===== src/rtl/psw_unit.sv =====
// Processor status word with condition flags, direct load, and a LIFO stack of
// saved PSWs for prioritised exception entry/return.
module psw_unit #(
    parameter int WORD  = 16,
    parameter int DEPTH = 4
) (
    input  logic            clk,
    input  logic            rst_n,
    input  logic [WORD-1:0] res,
    input  logic            cout,
    input  logic            ovf,
    input  logic [3:0]      flag_we,
    input  logic            chain,
    input  logic            psw_wr,
    input  logic [WORD-1:0] psw_din,
    input  logic            exc_req,
    input  logic [2:0]      exc_prio,
    input  logic            exc_ret,
    output logic [WORD-1:0] psw,
    output logic            c_flag,
    output logic            exc_ack,
    output logic            stk_err
);

    localparam int DW = $clog2(DEPTH + 1);
    localparam int AW = (DEPTH > 1) ? $clog2(DEPTH) : 1;
    // Implemented bits: flags/SLP/CPRI in [7:0], PPRI in the top three bits.
    localparam logic [WORD-1:0] MASK =
        ({{(WORD-3){1'b0}}, 3'b111} << (WORD - 3)) | WORD'(8'hFF);

    logic [WORD-1:0] psw_q, psw_d;
    logic [DW-1:0]   depth_q, depth_d;
    logic            ack_q, ack_d;
    logic            err_q, err_d;
    logic            push;
    logic [WORD-1:0] stk_q [DEPTH];

    logic [2:0] cpri;
    logic       prio_hi, full, empty, accept;
    logic       z_new;

    assign cpri    = psw_q[7:5];
    assign full    = (depth_q == DW'(DEPTH));
    assign empty   = (depth_q == '0);
    assign prio_hi = exc_req && (exc_prio > cpri);
    assign accept  = prio_hi && !full;
    // In a carry-chained op the zero flag only survives if every word was zero.
    assign z_new   = (res == '0) && (!chain || psw_q[1]);

    always_comb begin
        psw_d   = psw_q;
        depth_d = depth_q;
        ack_d   = 1'b0;
        err_d   = err_q;
        push    = 1'b0;
        if (prio_hi && full) begin
            err_d = 1'b1;
        end
        if (accept) begin
            push                    = 1'b1;
            psw_d[WORD-1:WORD-3]    = cpri;
            psw_d[7:5]              = exc_prio;
            psw_d[3]                = 1'b0;
            depth_d                 = depth_q + DW'(1);
            ack_d                   = 1'b1;
        end else if (exc_ret) begin
            if (empty) begin
                err_d = 1'b1;
            end else begin
                psw_d   = stk_q[AW'(depth_q - DW'(1))];
                depth_d = depth_q - DW'(1);
            end
        end else if (psw_wr) begin
            psw_d = psw_din & MASK;
        end else begin
            if (flag_we[0]) psw_d[0] = cout;
            if (flag_we[1]) psw_d[1] = z_new;
            if (flag_we[2]) psw_d[2] = res[WORD-1];
            if (flag_we[3]) psw_d[4] = ovf;
        end
    end

    always_ff @(posedge clk) begin
        if (!rst_n) begin
            psw_q   <= '0;
            depth_q <= '0;
            ack_q   <= 1'b0;
            err_q   <= 1'b0;
        end else begin
            psw_q   <= psw_d;
            depth_q <= depth_d;
            ack_q   <= ack_d;
            err_q   <= err_d;
        end
    end

    // Stack storage carries no reset; only the depth counter defines validity.
    always_ff @(posedge clk) begin
        if (push && rst_n) begin
            stk_q[AW'(depth_q)] <= psw_q;
        end
    end

    assign psw     = psw_q;
    assign c_flag  = psw_q[0];
    assign exc_ack = ack_q;
    assign stk_err = err_q;

endmodule


===== config.mk =====
export PLATFORM = sky130hd
export DESIGN_NAME = psw_unit
export DESIGN_NICKNAME = d
export VERILOG_FILES = /design/src/rtl/psw_unit.sv
export SDC_FILE = /design/constraint.sdc
export NUM_CORES = 1
export LEC_CHECK = 0
export ABC_AREA = 1
export CAP_MARGIN = 30
export CORE_MARGIN = 8
export CORE_UTILIZATION = 53
export DETAILED_ROUTE_END_ITERATION = 16
export PLACE_DENSITY_LB_ADDON = 0.2
export SLEW_MARGIN = 20
export SYNTH_ARGS = -nofsm -noshare
export SYNTH_HDL_FRONTEND = slang
export SYNTH_SLANG_ARGS = --single-unit

===== constraint.sdc =====
create_clock -name clk -period 3.2 [get_ports clk]
set_clock_uncertainty 0.2 [all_clocks]
set_input_delay 0.64 -clock clk [delete_from_list [all_inputs] [get_ports clk]]
set_output_delay 0.64 -clock clk [all_outputs]
set_load 0.01 [all_outputs]

---- After elaboration in Yosys (flattened, before gate mapping) ----
Memory sizes are Yosys's and may differ from the RTL's.
Index checks and enable logic that the tools add are counted.
word-level totals
  register bits after elaboration ......... 21
  bits in writable memories ............... 64
  input port bits ......................... 47
  output and inout bits ................... 19
  word-level logic and storage cells ...... 68
  memories kept ........................... 1
memories
  memory  words  width  rd ports  clocked after Yosys merged registers in  wr ports  line  source
  stk_q   4      16     1         0                                        1         36    logic [WORD-1:0] stk_q [DEPTH];
cells by class
  add/sub/neg operators ................... 2
  $lt $le $gt $ge ......................... 1
  equality and inequality tests ........... 4
  mux-type cells .......................... 22
  bitwise gates (word level) .............. 2
  reductions and logical operators ........ 26
operators with widths
  operator               count
  $mux W16               2
  $mux W3                6
  $logic_not A16 Y1      1
  $reduce_and A3 Y1      5
  $reduce_bool A3 Y1     5
  $mux W1                13
  $mux W11               1
  $reduce_and A2 Y1      3
  $logic_and A1 B1 Y1    5
  $reduce_bool A2 Y1     2
  $add A3 B1 Y3 const B  1
  $eq A3 B3 Y1 const B   1
  $gt A3 B3 Y1           1
  $logic_not A3 Y1       1
  $ne A3 B2 Y1 const B   1
  $sub A3 B1 Y3 const B  1
  $logic_not A1 Y1       2
  $ne A2 B1 Y1 const B   1
  $ne A2 B2 Y1 const B   1
  $not A1 Y1             2
  $reduce_or A2 Y1       1
  $logic_or A1 B1 Y1     1

---- Longest topological paths before layout ----
Gate-level depths: netlist of the first run.
  depth in word-level cells ............... 7
  gate-level depth with buffers ........... 13
  depth with buffers taken out ............ 11

---- Worst setup path after synthesis of the first run ----
No wires, ideal clock.
  path kind ............................... in2reg
  start ................................... in exc_prio[2]
  end ..................................... mem stk_q[1][0], enable pin
  library setup time ...................... 0.389 ns
  arrival time ............................ 2.289 ns
  required time ........................... 2.611 ns
  path slack .............................. 0.323 ns
  stages on the path ...................... 8
  buffers on the path ..................... 0
  cell sequence ........................... ha_1 nand3_1 nand2_1 inv_1 nand3_4 inv_2 nand2_1 nor2_1
between the ends
  word-level cells in the longest chain between the ends .. 7
RTL lines
  item                           line  source
  from (decl)                    17    input logic [2:0] exc_prio,
  $gt A3 B3 Y1                   45    assign prio_hi = exc_req && (exc_prio > cpri);
  $logic_and A1 B1 Y1            45
  $logic_and A1 B1 Y1            46    assign accept = prio_hi && !full;
  $mux W1                        59    if (accept) begin
  $logic_and A1 B1 Y1            99    if (push && rst_n) begin
  $mux W1                        99
  $mux W1 (not written as such)  100   stk_q[AW'(depth_q)] <= psw_q;
  to (decl)                      36
Every way passes these cells.

---- Final worst setup path of the first run ----
  start ................................... in exc_prio[0]
  end ..................................... mem stk_q[0][12], enable pin
The elaborated chain is that of the path after synthesis.

==> reports/metrics.yaml, run 1 <==
timing.final.crit_share_pct: 82.9
groute.usage.overall_pct: 18.6
hpwl_mm: 6.14
timing.final.crit_period_ns: 2.65
vias: 2992
timing.critical_path.fanout_max: 12
hold_start: "stk_err"
origin_of_the_worst_setup_path: "exc_prio[0]"
worst_skew_pair.late_latency_ns: 0.35
wire_length_of_the_first_global_routing_pass_mm: 14.8
main_combinational_cell_family_by_area_after_synthesis: "simple AND/OR/NAND/NOR gates"
layout-area-overhead-vs-synth_pct: 23.0
critical_path.startpoint_type: "input pin"
io-pin-count: 66
tightest_slew_ns: 0.500
total_leakage_power_nw: 1.98
vdd_ir_drop_max_mv: 0.419
port-buffer-count: 60
wl_per_cell_um: 15.4
run_status: "complete, no violations"
netlist.top_cell.by_area: "sky130_fd_sc_hd__edfxtp_1"
min-delay-path-class: "flop to flop"
cp_data_required_time_ns: 3.05
root_buffer: "sky130_fd_sc_hd__clkbuf_8"
synth_seq_cells: 85
maxCapViolations: 0
slew_viol_final: 0
grt_antenna_before_repair: 0
synth_cell_types: 28
fin_total_pwr_mw: 3.99
num-nets-final: 540
residual_overflow_from_global_routing: 0
yosys.area.top_type_share_pct: 48.9
clk_pin_slew_ns: 0.08
finalHoldViolCount: 0
synth-seq-area-share_pct: 59.6
tritoncts_clock_tree: "done"
synthesis.area_um2: 3930
cts.htree.levels: 3
clock-sinks: 85
slew_headroom_pct: 66.6
power.density_nw_per_um2: 825
drt_pass1_iterations: 5
worst_setup_path_end_kind: "flop"
drt.antenna.violating_nets: 0
critPathKind: "input pin to flop"
critical_path.reg2reg.startpoint: "psw[7]"
insertedDiodeCount: 0
dieWidth_um: 102
achievable-frequency_ghz: 0.377
ratio_of_cells_with_drive_above_1_in_the_final_layout_pct: 8.78
initial_utilization_pct: 54.5
yosysWarnings: 0
critPathArrivalTime_ns: 2.50
cts.repair_timing.setup_buffer_count: 0
cts_hold_buffers: 0
die-area_um2: 10400
core_um2: 7210
cts_buffer_depth: 2
vias_per_cell: 5.08
routabilityCongestion: 0.745
yosys-top-cells-area: "sky130_fd_sc_hd__edfxtp_1 (49%), sky130_fd_sc_hd__nand2_1 (11%), sky130_fd_sc_hd__dfxtp_1 (11%), sky130_fd_sc_hd__nor2_1 (5.9%), sky130_fd_sc_hd__nand3_1 (4.6%)"
syn_nets: 473
synth-adder-area-share_pct: 2.55
synth-simple-area-share_pct: 24.2
postSynthAreaPerCell_um2: 9.40
gates_resized_cts_repair: 0
setup_viol: 0
wirelength_mm: 9.05
synth_xor_area_share_pct: 0
synth.mux.area_fraction_pct: 0.255
synth_compound_area_share_pct: 6.02
netlist_instances: 418
setup-tns-final_ns: 0
first_global_vias: 3070
unrepaired_setup_endpoints_after_global_routing: "false"
placement_rows: 31
drc_errors: 0
tritoncts.num_buffers: 9
dr.first_iter.drc_count: 161
pin_count_of_the_biggest_net_entering_global_routing: 37
chipHeight_um: 102
## state kept, by name (all words and copies together), names as in the netlist
| register | count |
|---|---|
| depth_q | 3 |
| psw | 16 |
| exc_ack | 1 |
| stk_err | 1 |
| stk_q | 64 |
## cells in the mapped netlist
cell                       number
sky130_fd_sc_hd__nand2_1      114
sky130_fd_sc_hd__edfxtp_1      64
sky130_fd_sc_hd__nor2_1        62
sky130_fd_sc_hd__nand3_1       36
sky130_fd_sc_hd__inv_1         34
sky130_fd_sc_hd__dfxtp_1       21
sky130_fd_sc_hd__o21ai_0       20
sky130_fd_sc_hd__a21oi_1       13
sky130_fd_sc_hd__ha_1           8
sky130_fd_sc_hd__o21ai_1        8
sky130_fd_sc_hd__buf_2          6
sky130_fd_sc_hd__buf_4          6
sky130_fd_sc_hd__buf_6          4
sky130_fd_sc_hd__inv_4          3
sky130_fd_sc_hd__or2_2          3
sky130_fd_sc_hd__inv_2          2
sky130_fd_sc_hd__nand2_2        2
sky130_fd_sc_hd__nand3_4        2
sky130_fd_sc_hd__and2_0         1
sky130_fd_sc_hd__buf_8          1
sky130_fd_sc_hd__clkbuf_1       1
sky130_fd_sc_hd__mux2i_1        1
sky130_fd_sc_hd__nand2_8        1
sky130_fd_sc_hd__nand3_2        1
sky130_fd_sc_hd__nand4_1        1
sky130_fd_sc_hd__o211ai_1       1
sky130_fd_sc_hd__o21ai_4        1
sky130_fd_sc_hd__o31ai_1        1
## cell type report
type | instances | area [um^2]
fillers | 584 | 2380
inverters | 39 | 154
well taps | 99 | 124
clock inverters | 5 | 83.8
flip-flops and latches | 85 | 2340
repair buffers | 74 | 706
clock buffers | 11 | 131
multi-input cells | 276 | 1300
## metal layers
layer  routed length, um  vias to the layer above  GRT usage, %
li1                    -                     1505             -
met1                3770                     1385          22.3
met2                4530                       98          30.9
met3                 690                        4          6.06
met4                  53                        0          5.76
met5                   0                        -             0
## where the power goes
| part | internal [mW] | total [mW] | switching (mW) |
|---|---|---|---|
| Clock | 0.443 | 0.816 | 0.373 |
| Combinational | 0.605 | 1.60 | 0.998 |
| Sequential | 1.43 | 1.57 | 0.143 |
| Total | 2.48 | 3.99 | 1.51 |
## cell usage in the layout, fill, tap and decap left out, drive strengths merged
cell type,instances
a21oi,13
and2,1
buf,14
bufinv,2
clkbuf,11
clkdlybuf4s50,60
clkinvlp,2
dfxtp,21
edfxtp,64
ha,8
inv,40
mux2i,1
nand2,117
nand3,39
nand4,1
nor2,62
o211ai,1
o21ai,29
o31ai,1
or2,3
## logic make-up after synthesis
kind of cell / count (synthesis)
AO/OA/AOI/OAI: 44
multiplexers: 1
flip-flops: 85
buffers and inverters: 57
AND/OR/NAND/NOR: 223
adder cells (fa/ha/maj): 8
## per-stage QoR
stage | setup slack (ns) | utilization, % | hold slack (ns) | instance area [um^2] | cells
3_3_place_gp | 0.236 | 64.1 | 0.243 | 4620 | 573
4_1_cts | 0.549 | 67.0 | 0.272 | 4840 | 589
5_1_grt | 0.389 | 67.0 | 0.298 | 4840 | 589
3_5_place_dp | 0.184 | 64.1 | 0.255 | 4620 | 573
6_report | 0.547 | 67.0 | 0.264 | 4840 | 589
2_1_floorplan | 0.323 | - | 0.274 | 3930 | 418
## worst paths after layout
| check | endpoint | slack [ns] | cells after the start |
|---|---|---|---|
| worst min register to register | stk_err | 0.26 | 2 |
| worst max register to register | stk_q[0][12] | 0.74 | 10 |
| worst min-delay path | stk_err | 0.26 | 2 |
| worst max-delay path | stk_q[0][12] | 0.55 | 11 |
## worst max-delay path, stage by stage
cell and delay, ns:
sky130_fd_sc_hd__clkdlybuf4s50_1 0.48, sky130_fd_sc_hd__inv_1 0.05, sky130_fd_sc_hd__ha_1 0.29, sky130_fd_sc_hd__nand3_1 0.09, sky130_fd_sc_hd__nand2_1 0.05, sky130_fd_sc_hd__inv_1 0.11
sky130_fd_sc_hd__nand3_4 0.08, sky130_fd_sc_hd__inv_2 0.12, sky130_fd_sc_hd__nand2_1 0.17, sky130_fd_sc_hd__nor2_1 0.17, sky130_fd_sc_hd__buf_4 0.25
(Power assumes the default switching activity.)
==> run 2, diff against run 1 <==
CORE_UTILIZATION = 48   (was 53)
clock period = 2.2 ns   (was 3.2 ns; I/O delays follow)
==> reports/metrics.yaml, run 2 (synthesized netlist as in run 1, its figures left out) <==
run_status: "complete, no violations"
holdPathEnd: "stk_err"
hold_start: "stk_err"
setup_viol: 0  # unchanged
initial_utilization_pct: 48.6  # -5.9 points
critPathArrivalTime_ns: 1.41  # -1.09 ns
num-nets-final: 555  # +2.8%
setup-tns-final_ns: 0  # unchanged
worst_setup_path_end_kind: "output pin"
dr.first_iter.drc_count: 153  # -5.0%
worst_hold_path.num_cells: 2  # unchanged
total_leakage_power_nw: 2.08  # +5.1%
vias_per_cell: 5.02  # -1.2%
first_global_vias: 3069  # -0.033%
dpl-instance-area_um2: 4870  # +5.3%
most_common_library_cell_in_the_layout_ignoring_fill_and_taps: "sky130_fd_sc_hd__nand2_1"
vdd_ir_drop_max_mv: 0.588  # +40%
slew_viol_final: 0  # unchanged
achievable-frequency_ghz: 0.488
cts_buffer_depth: 2  # unchanged
die-area_um2: 11300  # +8.8%
wl_per_cell_um: 15.7  # +2.0%
root_buffer: "sky130_fd_sc_hd__clkbuf_8"
critical_path.reg2reg.startpoint: "psw[7]"
routabilityCongestion: 0.806  # +8.1%
io-pin-count: 66  # unchanged
reg2reg_to: "stk_q[0][11]"
worstRegToRegCells: 9  # -1
finalHoldViolCount: 0  # unchanged
core_um2: 8090  # +12%
hpwl_mm: 6.51  # +6.1%
timing.critical_path.fanout_max: 6  # -6
critPathTopFamily: "buffers and inverters"
rrSetupSlack_ns: 0.20  # -0.54 ns
pin_count_of_the_biggest_net_entering_global_routing: 37  # unchanged
critical_path.cell_chain: "clkdlybuf4s50_1"
slew_headroom_pct: 66.8  # +0.18 points
drt_pass1_iterations: 4  # -1
critical_path.startpoint_type: "flop"
placement_rows: 33  # +6.5%
insertedDiodeCount: 0  # unchanged
port-buffer-count: 60  # unchanged
clk_pin_slew_ns: 0.09  # about the same
critPathMaxStageDelay_ns: 0.61  # +0.13 ns
timing.final.crit_period_ns: 2.05
power.density_nw_per_um2: 1160  # +40%
dieWidth_um: 107  # +4.3%
tightest_slew_ns: 0.497  # -0.00318 ns
crit_slowest_cell: "sky130_fd_sc_hd__clkdlybuf4s50_1"
drt.antenna.violating_nets: 0  # unchanged
ratio_of_cells_with_drive_above_1_in_the_final_layout_pct: 14.1  # +5.3 points
mostFrequentLayoutCells: "sky130_fd_sc_hd__nand2_1 (112), sky130_fd_sc_hd__edfxtp_1 (64), sky130_fd_sc_hd__nor2_1 (58), sky130_fd_sc_hd__clkdlybuf4s50_1 (57), sky130_fd_sc_hd__nand3_1 (36)"
cp_data_required_time_ns: 1.56  # -1.49 ns
wire_length_of_the_first_global_routing_pass_mm: 15.5  # +4.6%
wirelength_mm: 9.56  # +5.7%
unrepaired_setup_endpoints_after_global_routing: "false"
timing.critical_path.buf_inv: 1  # -4
chipHeight_um: 107  # +4.3%
layout-area-overhead-vs-synth_pct: 29.5
maxCapViolations: 0  # unchanged
cts.htree.levels: 3  # unchanged
tritoncts_clock_tree: "done"
max_flop_register: "stk_q"
vias: 3062  # +2.3%
residual_overflow_from_global_routing: 0  # unchanged
largest_register_ffs: 64  # unchanged
grt_antenna_before_repair: 0  # unchanged
final_cell_area_um2: 5090  # +5.3%
critPathKind: "flop to output pin"
clock-sinks: 85  # unchanged
min-delay-path-class: "flop to flop"
groute.usage.overall_pct: 17.2  # -1.4 points
timing.final.crit_share_pct: 93.2
tritoncts.num_buffers: 9  # unchanged
worst_skew_pair.late_latency_ns: 0.35  # about the same
drc_errors: 0  # unchanged
run 2: worst max-delay path by stage:
stage                start      endpoint  slack, ns  cells past startpoint
2_1_floorplan  exc_prio[2]   stk_q[0][0]       0.03                      8
3_3_place_gp   exc_prio[0]  stk_q[0][11]      -0.34                     11
3_5_place_dp   exc_prio[0]  stk_q[0][11]      -0.37                     11
4_1_cts        exc_prio[2]  stk_q[0][15]       0.05                     10
5_1_grt         depth_q[1]        psw[9]       0.09                      9
6_report            psw[1]        psw[1]       0.15                      1
run 2: worst min-delay path, stage by stage, from the launching register on:
cell and delay, ns:
sky130_fd_sc_hd__dfxtp_1 0.32, sky130_fd_sc_hd__nand2_1 0.06, sky130_fd_sc_hd__nand2_1 0.05
run 2: cell type report:
cell class | instances | area (um^2)
multi-input combinational | 276 | 1390
fill | 682 | 3000
clock buffer | 10 | 128
inverter | 39 | 159
tap | 105 | 131
timing repair buffer | 89 | 906
sequential | 85 | 2340
clock inverter | 6 | 37.5
run 2: power by group:
group | internal, mW | leakage [nW] | switching [mW]
logic | 1.09 | 1.24 | 1.59
clock network | 0.407 | 0.0801 | 0.545
registers | 2.08 | 0.765 | 0.189
run 2: metal layers:
metal | track usage, % | up-vias | routed length (um) | part of all wire (%)
li1 | - | 1531 | - | -
met1 | 21.7 | 1419 | 4080 | 43
met2 | 28.7 | 105 | 4730 | 50
met3 | 4.11 | 7 | 663 | 6.9
met4 | 5.23 | 0 | 85 | 0.89
met5 | 0 | - | 0 | 0
run 2: what timing repair did:
action / 4_1_cts / 5_1_grt
pin swaps: 0 / 3
setup endpoints to repair: 2 / 40
resized for setup: 1 / 6
hold buffers: 0 / 0
cloned: 0 / 1
buffers inserted: 0 / 0
run 2: stage by stage:
| stage | worst slack (ns) | utilization [%] | hold WS (ns) | power (mW) | std cells |
|---|---|---|---|---|---|
| final | 0.150 | 62.9 | 0.263 | 5.90 | 610 |
| after global routing | 0.0883 | 62.9 | 0.337 | 6.32 | 610 |
| after CTS | 0.0499 | 62.2 | 0.271 | 5.89 | 609 |
| after detailed placement | -0.367 | 60.1 | 0.253 | 4.93 | 593 |
| after global placement | -0.338 | 60.1 | 0.242 | 4.86 | 593 |
| after floorplan | 0.0290 | - | 0.276 | 4.00 | 418 |
==> run 3, diff against run 2 <==
CORE_UTILIZATION = 34   (was 48)
==> reports/metrics.yaml, run 3 (synthesized netlist as in run 1, its figures left out) <==
cts_buffer_depth: 2  # unchanged
drt_pass1_iterations: 4  # unchanged
drt.antenna.violating_nets: 0  # unchanged
dpl-instance-area_um2: 4960  # +1.9%
port-buffer-count: 60  # unchanged
drc_errors: 0  # unchanged
placement_rows: 39  # +18%
chipHeight_um: 124  # +16%
cp_data_required_time_ns: 2.05  # +0.49 ns
ratio_of_cells_with_drive_above_1_in_the_final_layout_pct: 15.0  # +0.90 points
tightest_slew_ns: 0.449  # -0.0480 ns
unrepaired_setup_endpoints_after_global_routing: "false"
slew_viol_final: 0  # unchanged
dr.first_iter.drc_count: 197  # +29%
worst_skew_pair.late_latency_ns: 0.33  # -0.02 ns
vdd_ir_drop_max_mv: 0.644  # +9.4%
core_um2: 11400  # +40%
setup_viol: 0  # unchanged
power.density_nw_per_um2: 1200  # +3.4%
insertedDiodeCount: 0  # unchanged
num-nets-final: 558  # +0.54%
pin_count_of_the_biggest_net_entering_global_routing: 35  # -5.4%
max_flop_register: "stk_q"
tritoncts.num_buffers: 9  # unchanged
critPathArrivalTime_ns: 1.89  # +0.48 ns
maxCapViolations: 0  # unchanged
wl_per_cell_um: 15.0  # -4.1%
grt_antenna_before_repair: 0  # unchanged
groute.usage.overall_pct: 13.6  # -3.6 points
cts_hold_buffers: 0  # unchanged
vias: 2990  # -2.4%
worst_setup_path_end_kind: "flop"
slew_headroom_pct: 70.0  # +3.2 points
critPathKind: "flop to flop"
tritoncts_clock_tree: "done"
cts.htree.levels: 3  # unchanged
root_buffer: "sky130_fd_sc_hd__clkbuf_16"
hpwl_mm: 6.95  # +6.8%
critical_path.startpoint_type: "flop"
run_status: "complete, no violations"
wire_length_of_the_first_global_routing_pass_mm: 15.8  # +2.1%
dp_worst_setup_slack_ns: -0.358  # +0.00978 ns
routabilityCongestion: 0.749  # -7.1%
holdWs_ns: 0.262  # -0.00109 ns
wirelength_mm: 9.79  # +2.4%
achievable-frequency_ghz: 0.490  # +0.46%
min-delay-path-class: "flop to flop"
most_common_library_cell_in_the_layout_ignoring_fill_and_taps: "sky130_fd_sc_hd__nand2_1"
timing.final.crit_share_pct: 92.7  # -0.43 points
fillers: 1063  # +56%
first_global_vias: 3059  # -0.33%
initial_utilization_pct: 34.6  # -14 points
residual_overflow_from_global_routing: 0  # unchanged
finalHoldViolCount: 0  # unchanged
dieWidth_um: 124  # +16%
clock-sinks: 85  # unchanged
timing.critical_path.fanout_max: 5  # -1
mostFrequentLayoutCells: "sky130_fd_sc_hd__nand2_1 (112), sky130_fd_sc_hd__edfxtp_1 (64), sky130_fd_sc_hd__nor2_1 (58), sky130_fd_sc_hd__clkdlybuf4s50_1 (57), sky130_fd_sc_hd__nand3_1 (36)"
final_cell_area_um2: 5320  # +4.5%
layout-area-overhead-vs-synth_pct: 35.3
io-pin-count: 66  # unchanged
vias_per_cell: 4.59  # -8.5%
clk_pin_slew_ns: 0.07  # -0.02 ns
total_leakage_power_nw: 2.17  # +4.0%
die-area_um2: 15300  # +35%
timing.final.ws_setup_ns: 0.160  # +0.00936 ns
timing.final.crit_period_ns: 2.04  # -0.00936 ns
largest_register_ffs: 64  # unchanged
## run 3: repair_timing
| item | 4_1_cts | 5_1_grt |
|---|---|---|
| buffers inserted | 0 | 2 |
| setup endpoints to repair | 5 | 67 |
| resized for setup | 0 | 7 |
| gates cloned | 0 | 1 |
| pin swaps | 1 | 6 |
## run 3: metal layers
layer | vias up | global-route usage [%] | part of all wire, %
met5 | - | 0 | 0
met4 | 0 | 4.97 | 0.96
met3 | 10 | 3.93 | 6.9
met1 | 1352 | 16.8 | 44
met2 | 82 | 22.2 | 48
li1 | 1546 | - | -
## run 3: cell type report
cell class	count	area, um^2	area share, %
Sequential cell	85	2340	44.1
Multi-Input combinational cell	276	1390	26.1
Timing Repair Buffer	92	966	18.2
Clock buffer	10	239	4.49
Tap cell	143	179	3.36
Inverter	39	159	2.99
Clock inverter	6	46.3	0.870
## run 3: path summary, 6_finish.rpt
kind / depth (start not counted) / end / slack [ns] / from
setup / recovery: 9 / stk_q[2][4] / 0.16 / psw[6]
hold / removal: 2 / stk_err / 0.26 / stk_err
setup reg to reg: 9 / stk_q[2][4] / 0.16 / psw[6]
hold reg to reg: 2 / stk_err / 0.26 / stk_err
## run 3: report_power, final
group	total [mW]	internal, mW	switching, mW
clock	1.43	0.803	0.627
combinational	2.66	1.11	1.54
sequential	2.28	2.08	0.199
total	6.37	4.00	2.37
## run 3: metrics by stage
| stage | TNS [ns] | utilization (%) | power, mW | std cells |
|---|---|---|---|---|
| final | 0 | 46.8 | 6.37 | 651 |
| after global routing | 0 | 46.8 | 6.84 | 651 |
| after CTS | 0 | 46.1 | 6.41 | 648 |
| after detailed placement | -25.66 | 43.6 | 4.97 | 632 |
| after global placement | -24.32 | 43.6 | 4.95 | 632 |
| after floorplan | 0 | - | 4.00 | 418 |
## run 3: worst max-delay path, cell delays in order (launching register included)
cell                        delay, ns
sky130_fd_sc_hd__dfxtp_2         0.33
sky130_fd_sc_hd__inv_1           0.07
sky130_fd_sc_hd__ha_4            0.28
sky130_fd_sc_hd__nand3_1         0.08
sky130_fd_sc_hd__nand2_2         0.11
sky130_fd_sc_hd__nand3_4         0.11
sky130_fd_sc_hd__clkinv_4        0.08
sky130_fd_sc_hd__nand2_8         0.07
sky130_fd_sc_hd__nor2_4          0.23
sky130_fd_sc_hd__clkbuf_16       0.19
